`config.mk`:
```
export PLATFORM = sky130hd
export DESIGN_NAME = framebuffer_write
export DESIGN_NICKNAME = d
export VERILOG_FILES = /design/src/rtl/framebuffer_write.sv
export SDC_FILE = /design/constraint.sdc
export NUM_CORES = 2
export LEC_CHECK = 0
export CORE_AREA = 8 8 442 661
export CTS_CLUSTER_SIZE = 30
export DETAILED_ROUTE_END_ITERATION = 10
export DIE_AREA = 0 0 450 669
export MAX_ROUTING_LAYER = met4
export SLEW_MARGIN = 5
export SYNTH_ARGS = -nofsm -noshare
export SYNTH_HDL_FRONTEND = slang
export SYNTH_SLANG_ARGS = --single-unit
```
`constraint.sdc`:
```
create_clock -name clock -period 11.1 [get_ports clock]
set_input_delay 2.22 -clock clock [delete_from_list [all_inputs] [get_ports clock]]
set_output_delay 2.22 -clock clock [all_outputs]
set_load 0.005 [all_outputs]
```
`src/rtl/framebuffer_write.sv`:
```
// framebuffer_write: Avalon-MM write master filling a framebuffer in HPS SDRAM
// through a 64-bit f2h_sdram port. Pixels (index + colour) are merged pairwise
// into 64-bit words in a hold register, queued in a small FIFO and written as
// single-beat transfers. Optional hardware clear is enabled by defining FB_CLEAR_EN.
module framebuffer_write #(
  parameter logic [28:0] FB0_BASE     = 29'h0600_0000,
  parameter logic [28:0] FB1_BASE     = 29'h0602_5800,
  parameter int          PIXELS       = 307200,
  parameter int          FIFO_DEPTH   = 16,
  parameter int          HOLD_TIMEOUT = 16
) (
  input  logic        clock,
  input  logic        reset_n,
  input  logic        buffer,
  input  logic [18:0] pixel_addr,
  input  logic [31:0] pixel_colour,
  input  logic        pixel_valid,
  output logic        pixel_ready,
  input  logic        flush,
  output logic        idle,
  output logic [28:0] address,
  output logic [7:0]  burstcount,
  output logic [63:0] writedata,
  output logic [7:0]  byteenable,
  output logic        write,
  input  logic        waitrequest,
  input  logic        clear_start,
  input  logic [31:0] clear_colour,
  output logic        clear_busy
);
  localparam int AW = $clog2(FIFO_DEPTH);
  localparam int CW = AW + 1;
  localparam int TW = $clog2(HOLD_TIMEOUT) + 1;
  localparam logic [CW-1:0] LP_ONE_C    = CW'(1);
  localparam logic [CW-1:0] LP_FULL     = CW'(FIFO_DEPTH);
  localparam logic [CW-1:0] LP_HIGH     = CW'(FIFO_DEPTH - 1);
  localparam logic [TW-1:0] LP_TMO_LAST = TW'(HOLD_TIMEOUT - 1);
  localparam logic [18:0]   LP_PIXELS   = 19'(PIXELS);

  typedef struct packed {
    logic        buf_sel;
    logic [17:0] word;
    logic [63:0] data;
    logic [7:0]  be;
  } entry_t;

  typedef enum logic [0:0] {ST_IDLE = 1'b0, ST_WRITE = 1'b1} state_t;

  // Avalon word address of an entry: selected framebuffer base plus word index
  function automatic logic [28:0] word_address(input entry_t e);
    return (e.buf_sel ? FB1_BASE : FB0_BASE) + {11'd0, e.word};
  endfunction

  entry_t          r_hold;
  logic            r_hold_valid;
  logic [TW-1:0]   r_tmo;
  logic            r_flush_pending;
  entry_t          r_mem [FIFO_DEPTH];
  logic [AW-1:0]   r_wr;
  logic [AW-1:0]   r_rd;
  logic [CW-1:0]   r_count;
  state_t          r_state;
  logic [28:0]     r_address;
  logic [63:0]     r_writedata;
  logic [7:0]      r_byteenable;
  logic            r_write;
  logic            r_pixel_ready;
  logic            r_clear_busy;

  entry_t          w_new_entry;
  entry_t          w_merge_entry;
  entry_t          w_hold_next;
  entry_t          w_push_entry;
  entry_t          w_head;
  entry_t          w_head_next;
  logic            w_hold_valid_next;
  logic [TW-1:0]   w_tmo_next;
  logic [CW-1:0]   w_count_next;
  logic            w_accept;
  logic            w_in_range;
  logic            w_same;
  logic            w_tmo_hit;
  logic            w_pop;
  logic            w_room;
  logic            w_push;
  logic            w_flush_next;
  logic            w_busy_next;
  logic            w_ready_next;
  logic            w_idle;
  logic            w_clear_push;
  entry_t          w_clear_entry;

  assign w_accept    = pixel_valid && r_pixel_ready;
  assign w_in_range  = pixel_addr < LP_PIXELS;
  assign w_same      = (r_hold.buf_sel == buffer) && (r_hold.word == pixel_addr[18:1]);
  assign w_tmo_hit   = (r_tmo == LP_TMO_LAST);
  assign w_pop       = (r_state == ST_WRITE) && !waitrequest;
  assign w_room      = (r_count != LP_FULL) || w_pop;
  assign w_head      = r_mem[r_rd];
  assign w_head_next = r_mem[r_rd + AW'(1)];
  assign w_idle      = !r_hold_valid && (r_count == '0) && (r_state == ST_IDLE) &&
                       !r_flush_pending && !r_clear_busy;

`ifdef FB_CLEAR_EN
  localparam logic [17:0] LP_CLEAR_LAST = 18'(PIXELS / 2 - 1);
  logic        r_clear_pushing;
  logic [17:0] r_clear_n;
  logic        r_clear_buf;
  logic [31:0] r_clear_colour;
  logic        w_clear_start;

  assign w_clear_start = clear_start && w_idle && !w_accept;
  assign w_clear_push  = r_clear_pushing && w_room && !w_accept && !r_hold_valid;
  assign w_clear_entry = '{buf_sel: r_clear_buf, word: r_clear_n,
                           data: {2{r_clear_colour}}, be: 8'hFF};

  // Clear sequencer: latch target and colour at start, step the word index per push
  always_ff @(posedge clock or negedge reset_n) begin
    if (!reset_n) begin
      r_clear_pushing <= 1'b0;
      r_clear_n       <= 18'd0;
      r_clear_buf     <= 1'b0;
      r_clear_colour  <= 32'd0;
    end else if (w_clear_start) begin
      r_clear_pushing <= 1'b1;
      r_clear_n       <= 18'd0;
      r_clear_buf     <= buffer;
      r_clear_colour  <= clear_colour;
    end else if (w_clear_push) begin
      r_clear_n <= r_clear_n + 18'd1;
      if (r_clear_n == LP_CLEAR_LAST) begin
        r_clear_pushing <= 1'b0;
      end
    end
  end

  // Busy from start until the final clear word has been accepted on the bus
  always_comb begin
    w_busy_next = r_clear_busy;
    if (w_clear_start) begin
      w_busy_next = 1'b1;
    end else if (r_clear_busy && !r_clear_pushing && w_pop && (r_count == LP_ONE_C)) begin
      w_busy_next = 1'b0;
    end else begin
      w_busy_next = r_clear_busy;
    end
  end
`else
  logic w_unused_clear;
  assign w_unused_clear = ^{clear_start, clear_colour};
  assign w_clear_push   = 1'b0;
  assign w_clear_entry  = '0;
  assign w_busy_next    = 1'b0;
`endif

  // Incoming pixel as a fresh one-lane entry, and as a merge into the hold word
  always_comb begin
    w_new_entry.buf_sel = buffer;
    w_new_entry.word    = pixel_addr[18:1];
    w_merge_entry       = r_hold;
    if (pixel_addr[0]) begin
      w_new_entry.data            = {pixel_colour, 32'h0};
      w_new_entry.be              = 8'hF0;
      w_merge_entry.data[63:32]   = pixel_colour;
      w_merge_entry.be[7:4]       = 4'hF;
    end else begin
      w_new_entry.data            = {32'h0, pixel_colour};
      w_new_entry.be              = 8'h0F;
      w_merge_entry.data[31:0]    = pixel_colour;
      w_merge_entry.be[3:0]       = 4'hF;
    end
  end

  // Hold/timeout next state and the single FIFO push port (pixel, drain or clear)
  always_comb begin
    w_hold_next       = r_hold;
    w_hold_valid_next = r_hold_valid;
    w_tmo_next        = r_tmo;
    w_push            = 1'b0;
    w_push_entry      = r_hold;
    if (w_accept) begin
      w_tmo_next = '0;
      if (!w_in_range) begin
        w_hold_next = r_hold;
      end else if (!r_hold_valid) begin
        w_hold_next       = w_new_entry;
        w_hold_valid_next = 1'b1;
      end else if (w_same) begin
        w_hold_next = w_merge_entry;
      end else begin
        w_push      = 1'b1;
        w_hold_next = w_new_entry;
      end
    end else if (r_hold_valid) begin
      if ((w_tmo_hit || r_flush_pending) && w_room) begin
        w_push            = 1'b1;
        w_hold_valid_next = 1'b0;
        w_tmo_next        = '0;
      end else if (!w_tmo_hit) begin
        w_tmo_next = r_tmo + TW'(1);
      end else begin
        w_tmo_next = r_tmo;
      end
    end else if (w_clear_push) begin
      w_tmo_next   = '0;
      w_push       = 1'b1;
      w_push_entry = w_clear_entry;
    end else begin
      w_tmo_next = '0;
    end
  end

  // FIFO occupancy, flush tracking and registered ready look-ahead
  always_comb begin
    w_count_next = r_count;
    if (w_push && !w_pop) begin
      w_count_next = r_count + LP_ONE_C;
    end else if (!w_push && w_pop) begin
      w_count_next = r_count - LP_ONE_C;
    end else begin
      w_count_next = r_count;
    end
    w_flush_next = (flush || r_flush_pending) && w_hold_valid_next;
    w_ready_next = (w_count_next < LP_HIGH) && !w_flush_next && !w_busy_next;
  end

  // Hold register, timeout counter, flush flag and ready
  always_ff @(posedge clock or negedge reset_n) begin
    if (!reset_n) begin
      r_hold          <= '0;
      r_hold_valid    <= 1'b0;
      r_tmo           <= '0;
      r_flush_pending <= 1'b0;
      r_pixel_ready   <= 1'b0;
      r_clear_busy    <= 1'b0;
    end else begin
      r_hold          <= w_hold_next;
      r_hold_valid    <= w_hold_valid_next;
      r_tmo           <= w_tmo_next;
      r_flush_pending <= w_flush_next;
      r_pixel_ready   <= w_ready_next;
      r_clear_busy    <= w_busy_next;
    end
  end

  // FIFO storage array (contents need no reset; pointers qualify them)
  always_ff @(posedge clock) begin
    if (w_push) begin
      r_mem[r_wr] <= w_push_entry;
    end
  end

  // FIFO pointers and occupancy
  always_ff @(posedge clock or negedge reset_n) begin
    if (!reset_n) begin
      r_wr    <= '0;
      r_rd    <= '0;
      r_count <= '0;
    end else begin
      if (w_push) begin
        r_wr <= r_wr + AW'(1);
      end
      if (w_pop) begin
        r_rd <= r_rd + AW'(1);
      end
      r_count <= w_count_next;
    end
  end

  // Bus FSM: present FIFO head, hold it through waitrequest, chain back-to-back
  always_ff @(posedge clock or negedge reset_n) begin
    if (!reset_n) begin
      r_state      <= ST_IDLE;
      r_write      <= 1'b0;
      r_address    <= 29'd0;
      r_writedata  <= 64'd0;
      r_byteenable <= 8'd0;
    end else begin
      case (r_state)
        ST_IDLE: begin
          if (r_count != '0) begin
            r_address    <= word_address(w_head);
            r_writedata  <= w_head.data;
            r_byteenable <= w_head.be;
            r_write      <= 1'b1;
            r_state      <= ST_WRITE;
          end
        end
        ST_WRITE: begin
          if (!waitrequest) begin
            if (r_count > LP_ONE_C) begin
              r_address    <= word_address(w_head_next);
              r_writedata  <= w_head_next.data;
              r_byteenable <= w_head_next.be;
            end else begin
              r_write <= 1'b0;
              r_state <= ST_IDLE;
            end
          end
        end
        default: begin
          r_write <= 1'b0;
          r_state <= ST_IDLE;
        end
      endcase
    end
  end

  assign pixel_ready = r_pixel_ready;
  assign idle        = w_idle;
  assign address     = r_address;
  assign burstcount  = 8'd1;
  assign writedata   = r_writedata;
  assign byteenable  = r_byteenable;
  assign write       = r_write;
  assign clear_busy  = r_clear_busy;

endmodule
```
* Word level (Yosys, flattened, before mapping) *
Memories as Yosys holds them, arrays and structs flattened.
Index checks and enable logic that the tools add are counted.

storage, ports and cells
  bits of input ports = 90
  memories = 1
  RAM bits = 1,456
  word-level logic and storage cells = 116
  register bits = 215
  output and inout bits = 113

cells by class
  order comparisons = 3
  $add $sub $neg = 7
  reductions and logical operators = 27
  muxes and demuxes = 47
  eq/ne operators = 12
  bitwise logic cells = 1

memory list
  name   words  bits a word  rd ports  clocked after memory_dff  wr ports  line  text
  r_mem  16     91           2         0                         1         58    entry_t r_mem [FIFO_DEPTH];

operators by type and width
  kind                                                  count
  two-way mux 64 bit                                    3
  two-way mux 91 bit                                    2
  one-hot mux 64 bit (2 select lines)                   1
  two-way mux 29 bit                                    3
  two-way mux 72 bit                                    1
  two-way mux 32 bit                                    2
  one-hot mux 29 bit (2 select lines)                   1
  adder 27 x 18 -> 28 bit                               2
  two-way mux 18 bit                                    2
  two-way mux 5 bit                                     6
  two-way mux 8 bit                                     3
  less-than comparator 19 bit (second input constant)   1
  equality test 18 bit                                  1
  two-way mux 1 bit                                     18
  one-hot mux 8 bit (2 select lines)                    1
  AND reduction 3 bit                                   5
  logical AND 1 bit                                     11
  adder 5 x 1 -> 5 bit (second input constant)          2
  adder 4 x 1 -> 4 bit (second input constant)          2
  two-way mux 4 bit                                     2
  logical NOT 1 bit                                     6
  != test 2 bit (second input constant)                 3
  != test 3 bit (second input constant)                 2
  equality test 5 x 4 -> 1 bit (second input constant)  1
  12 further kinds                                      16

* Depth between registers and ports, before layout *
  depth in word-level cells = 13
  gate-level depth with buffers = 17
  depth with buffers taken out = 12

* Worst setup path before layout *
No wires, ideal clock.

  path kind = input-to-reg
  start point = input waitrequest
  end point = memory r_mem[11][10] in the netlist's numbering (enable)
  arrival time = 9.166 ns
  data required time = 10.467 ns
  slack = 1.301 ns
  stages = 7
  library setup time = 0.633 ns
  path buffers = 1
  cell sequence = and2b_1 buf_4 o221ai_2 and3_4 a221oi_4 nand2_1 nor3_1

between the ends
  longest elaborated chain between the ends = 9

RTL lines
  element                                  line  text
  from (decl)                              26    input logic waitrequest,
  logical NOT 1 bit                        -
  logical AND 1 bit                        97    assign w_pop = (r_state == ST_WRITE) && !waitrequest;
  logical OR 1 bit                         98    assign w_room = (r_count != LP_FULL) || w_pop;
  logical AND 1 bit                        195   if ((w_tmo_hit || r_flush_pending) && w_room) begin
  two-way mux 1 bit                        195
  two-way mux 1 bit                        194   end else if (r_hold_valid) begin
  two-way mux 1 bit                        181   if (w_accept) begin
  two-way mux 1 bit                        248   if (w_push) begin
  two-way mux 1 bit (implied by the code)  249   r_mem[r_wr] <= w_push_entry;
  to (decl)                                58

Every way passes these cells.

* Worst setup path after layout *
  start point = input waitrequest
  end point = memory r_mem[3][11] in the netlist's numbering (enable)

Same word-level chain as after synthesis.

==> results.cfg <==
[worst_hold_path]
min_path_cells = 2
holdPathEnd = writedata[29]$_DFFE_PN0P_
holdCritStartpoint = writedata[29]$_DFFE_PN0P_
hold_path.class = flop to flop

[synthesis]
async_flop_share_pct = 12.5
ys_warn_count = 0
yosysUniqueCellTypes = 55
synthCells = 3378
synth_edf_count = 1360
ys_ff_latch = 1554
synth_ff_type = edfxtp_1
synth.yosys.seq_area_share_pct = 65.0
syn_area_per_cell_um2 = 20.8
netlist_area_um2 = 70300

[setup_path]
start_kind = primary input
reg2reg_slack_ps = 5540
crit_path_max_fanout = 32
endpoint_kind = flop
crit-reg2reg-capture = writedata[52]$_DFFE_PN0P_
critPathArrivalTime_ps = 6090
crit_start = waitrequest
crit_type = primary input to flop
reg2reg_from = r_rd[0]$_DFFE_PN0P_
cp.required_ps = 11480
r2r_cells = 7

[die]
pin_count = 203
die_w_um = 450
die_h_um = 669
dieArea_um2 = 301000
rows = 240
start_util_pct = 24.8
core_region_area_um2 = 283000

[layout]
post-route-util_pct = 28.6
area_growth_pct = 15.2
layout-drive-gt1-share_pct = 33.0
fin_nets = 3612
finalInstanceArea_um2 = 81000

[sta]
slew_violations = 0
fmax_ghz = 0.175
post-route-period-util_pct = 51.4
fin_worst_skew_ps = 39.1
tns_ps = 0
tightest_slew_ps = 1160
hold_viol_final = 0
setup_slack_ps = 5400
rsz0062_at_grt = no
setup_viol = 0
relSlewSlack_pct = 22.5
fin_crit_ps = 5700

[placed_design]
dpl_cell_area_um2 = 76000
place.detailed.hpwl_um = 109000
preCtsSetupSlack_ps = 4560
place.gp.congestion = 0.745
io_buffer_count = 152

[cts]
cts-root-buf = clkbuf_16
cts_hold_buf = 0
cts_setup_buffers = 0
numClockSinks = 1554
cts_buffer_depth = 4
cts_tree = yes
htreeDepth = 4
clk_latency_ps = 790
numCtsBuffers = 152
cts-resized-gates = 0
clk_pin_slew_ps = 70

[job]
max_cap_viol_count = 0

[routing]
wirelength_um = 197000
route.detailed.drc = 0
routed-via-count = 36200
drtAntennaViolNets = 0
drtIter0Drc = 3600
drtPass1Iterations = 5
wl_per_cell_um = 26.7
vias_per_cell = 4.90

[grt]
grt_usage_pct = 13.1
grt_pass1_wl_um = 282000
grt_pass1_vias = 38900
grt-ovfl-total = 0
grt_max_degree = 150
antenna_found_initial = 22

[power]
p_total_uw = 23600
p_per_area_nw_per_um2 = 292
peakVddDrop_mv = 0.338
p_leak_uw = 0.0251

[status]
outcome = complete, no violations
-- worst max-delay path, cell delays in order --
cell and delay (ps):
clkdlybuf4s50_1 430, and2b_1 470, o221ai_2 240, and3_4 210
a221oi_4 670, nand2_1 360, nor3_2 240, buf_4 520
buf_4 660
-- power breakdown --
part           switching [uW]  total [uW]  internal [uW]
Sequential               1000        8480           7480
Combinational            4820        9980           5160
Clock                    2200        5160           2960
-- metrics by stage --
stage               cells  hold WS [ps]
detailed placement   7098           472
CTS                  7366           487
global placement     7098           468
global route         7381           506
floorplan            3393           463
finish               7381           480
-- per-layer routing --
metal  vias up  global-route usage (%)  wire, um
met3       317                    2.91     14700
li1      14600                       -         -
met1     19900                    15.6     77100
met5         -                       -         0
met2      1341                    21.9     98600
met4         0                    4.39      6680
-- sequential cells by signal (all words and copies together), names as in the netlist --
register,flops
address,20
writedata,64
r_count,5
r_rd,4
write,1
r_flush_pending,1
r_tmo,5
byteenable,2
r_hold,85
r_hold_valid,1
r_state,1
pixel_ready,1
r_wr,4
r_mem,1360
-- worst max path at each step --
stage / endpoint / slack [ps]
2_1_floorplan: r_mem[11][10]$_DFFE_PP_ / 1300
3_3_place_gp: r_mem[3][14]$_DFFE_PP_ / 4630
3_5_place_dp: r_mem[3][14]$_DFFE_PP_ / 4560
4_1_cts: r_mem[3][17]$_DFFE_PP_ / 5360
5_1_grt: writedata[52]$_DFFE_PN0P_ / 5120
6_report: r_mem[3][11]$_DFFE_PP_ / 5400
-- synth_stat cells (2+ instances only) --
| master | number | area share (%) |
|---|---|---|
| nand2_1 | 238 | 1.3 |
| nor4_1 | 4 | 0.036 |
| and3_1 | 8 | 0.071 |
| nor3_1 | 9 | 0.064 |
| xor2_1 | 20 | 0.25 |
| buf_4 | 32 | 0.34 |
| o22ai_1 | 3 | 0.027 |
| inv_1 | 21 | 0.11 |
| mux2_2 | 26 | 0.42 |
| o211ai_1 | 2 | 0.021 |
| xnor2_1 | 23 | 0.29 |
| nor2_1 | 26 | 0.14 |
| mux4_2 | 842 | 27 |
| buf_2 | 109 | 0.78 |
| a22oi_1 | 4 | 0.043 |
| edfxtp_1 | 1360 | 58 |
| clkbuf_1 | 105 | 0.56 |
| dfrtp_1 | 194 | 6.9 |
| buf_6 | 3 | 0.048 |
| mux2i_1 | 87 | 1.2 |
| fa_1 | 2 | 0.057 |
| buf_1 | 20 | 0.11 |
| nand4_1 | 3 | 0.027 |
| nor2b_1 | 5 | 0.045 |
| nand2b_1 | 5 | 0.045 |
| ha_1 | 19 | 0.34 |
| o21ai_0 | 159 | 1.1 |
| nand3_1 | 5 | 0.036 |
| a21oi_1 | 17 | 0.12 |
| conb_1 | 2 | 0.011 |
-- kinds of logic (layout without fill, tap and decap cells) --
logic type                 Yosys count  in the layout  share of synthesized area, %
buffers and inverters              291            513                          1.95
AOI/OAI and AO/OA                  200            200                          1.58
DFF                               1554           1554                          65.0
and+or+nand+nor                    311            311                          1.83
xor gates and xnor gates            44             44                         0.559
adders and majority gates           21             21                         0.395
muxes                              955            955                          28.6
other                                2             32                        0.0107
-- cell usage in the layout, fill, tap and decap left out, drive strengths merged, types with 2 or more instances in the layout --
cell type / n
nand2b: 5
clkdlybuf4s50: 151
dfrtp: 194
clkinvlp: 8
o22ai: 3
bufinv: 13
o21ai: 159
o211ai: 2
mux2: 26
xor2: 20
mux2i: 87
conb: 17
clkinv: 43
a22oi: 4
ha: 19
mux4: 842
nand2: 238
nor3: 9
inv: 23
xnor2: 24
clkbuf: 203
nor4: 4
nor2b: 5
a21oi: 17
a221oi: 2
nand4: 3
edfxtp: 1360
diode: 15
fa: 2
and3: 9
buf: 72
nor2: 27
nand3: 5
-- final cells by class --
class / instances / area [um2]
Inverter: 22 / 87.6
Clock inverter: 65 / 686
Sequential cell: 1554 / 45700
Antenna cell: 15 / 37.5
Multi-Input combinational cell: 1548 / 23400
Clock buffer: 203 / 4190
Timing Repair Buffer: 223 / 2130
Tap cell: 3751 / 4690
Fill cell: 27700 / 202000
Note: power is estimated with default switching activity, not from simulation.
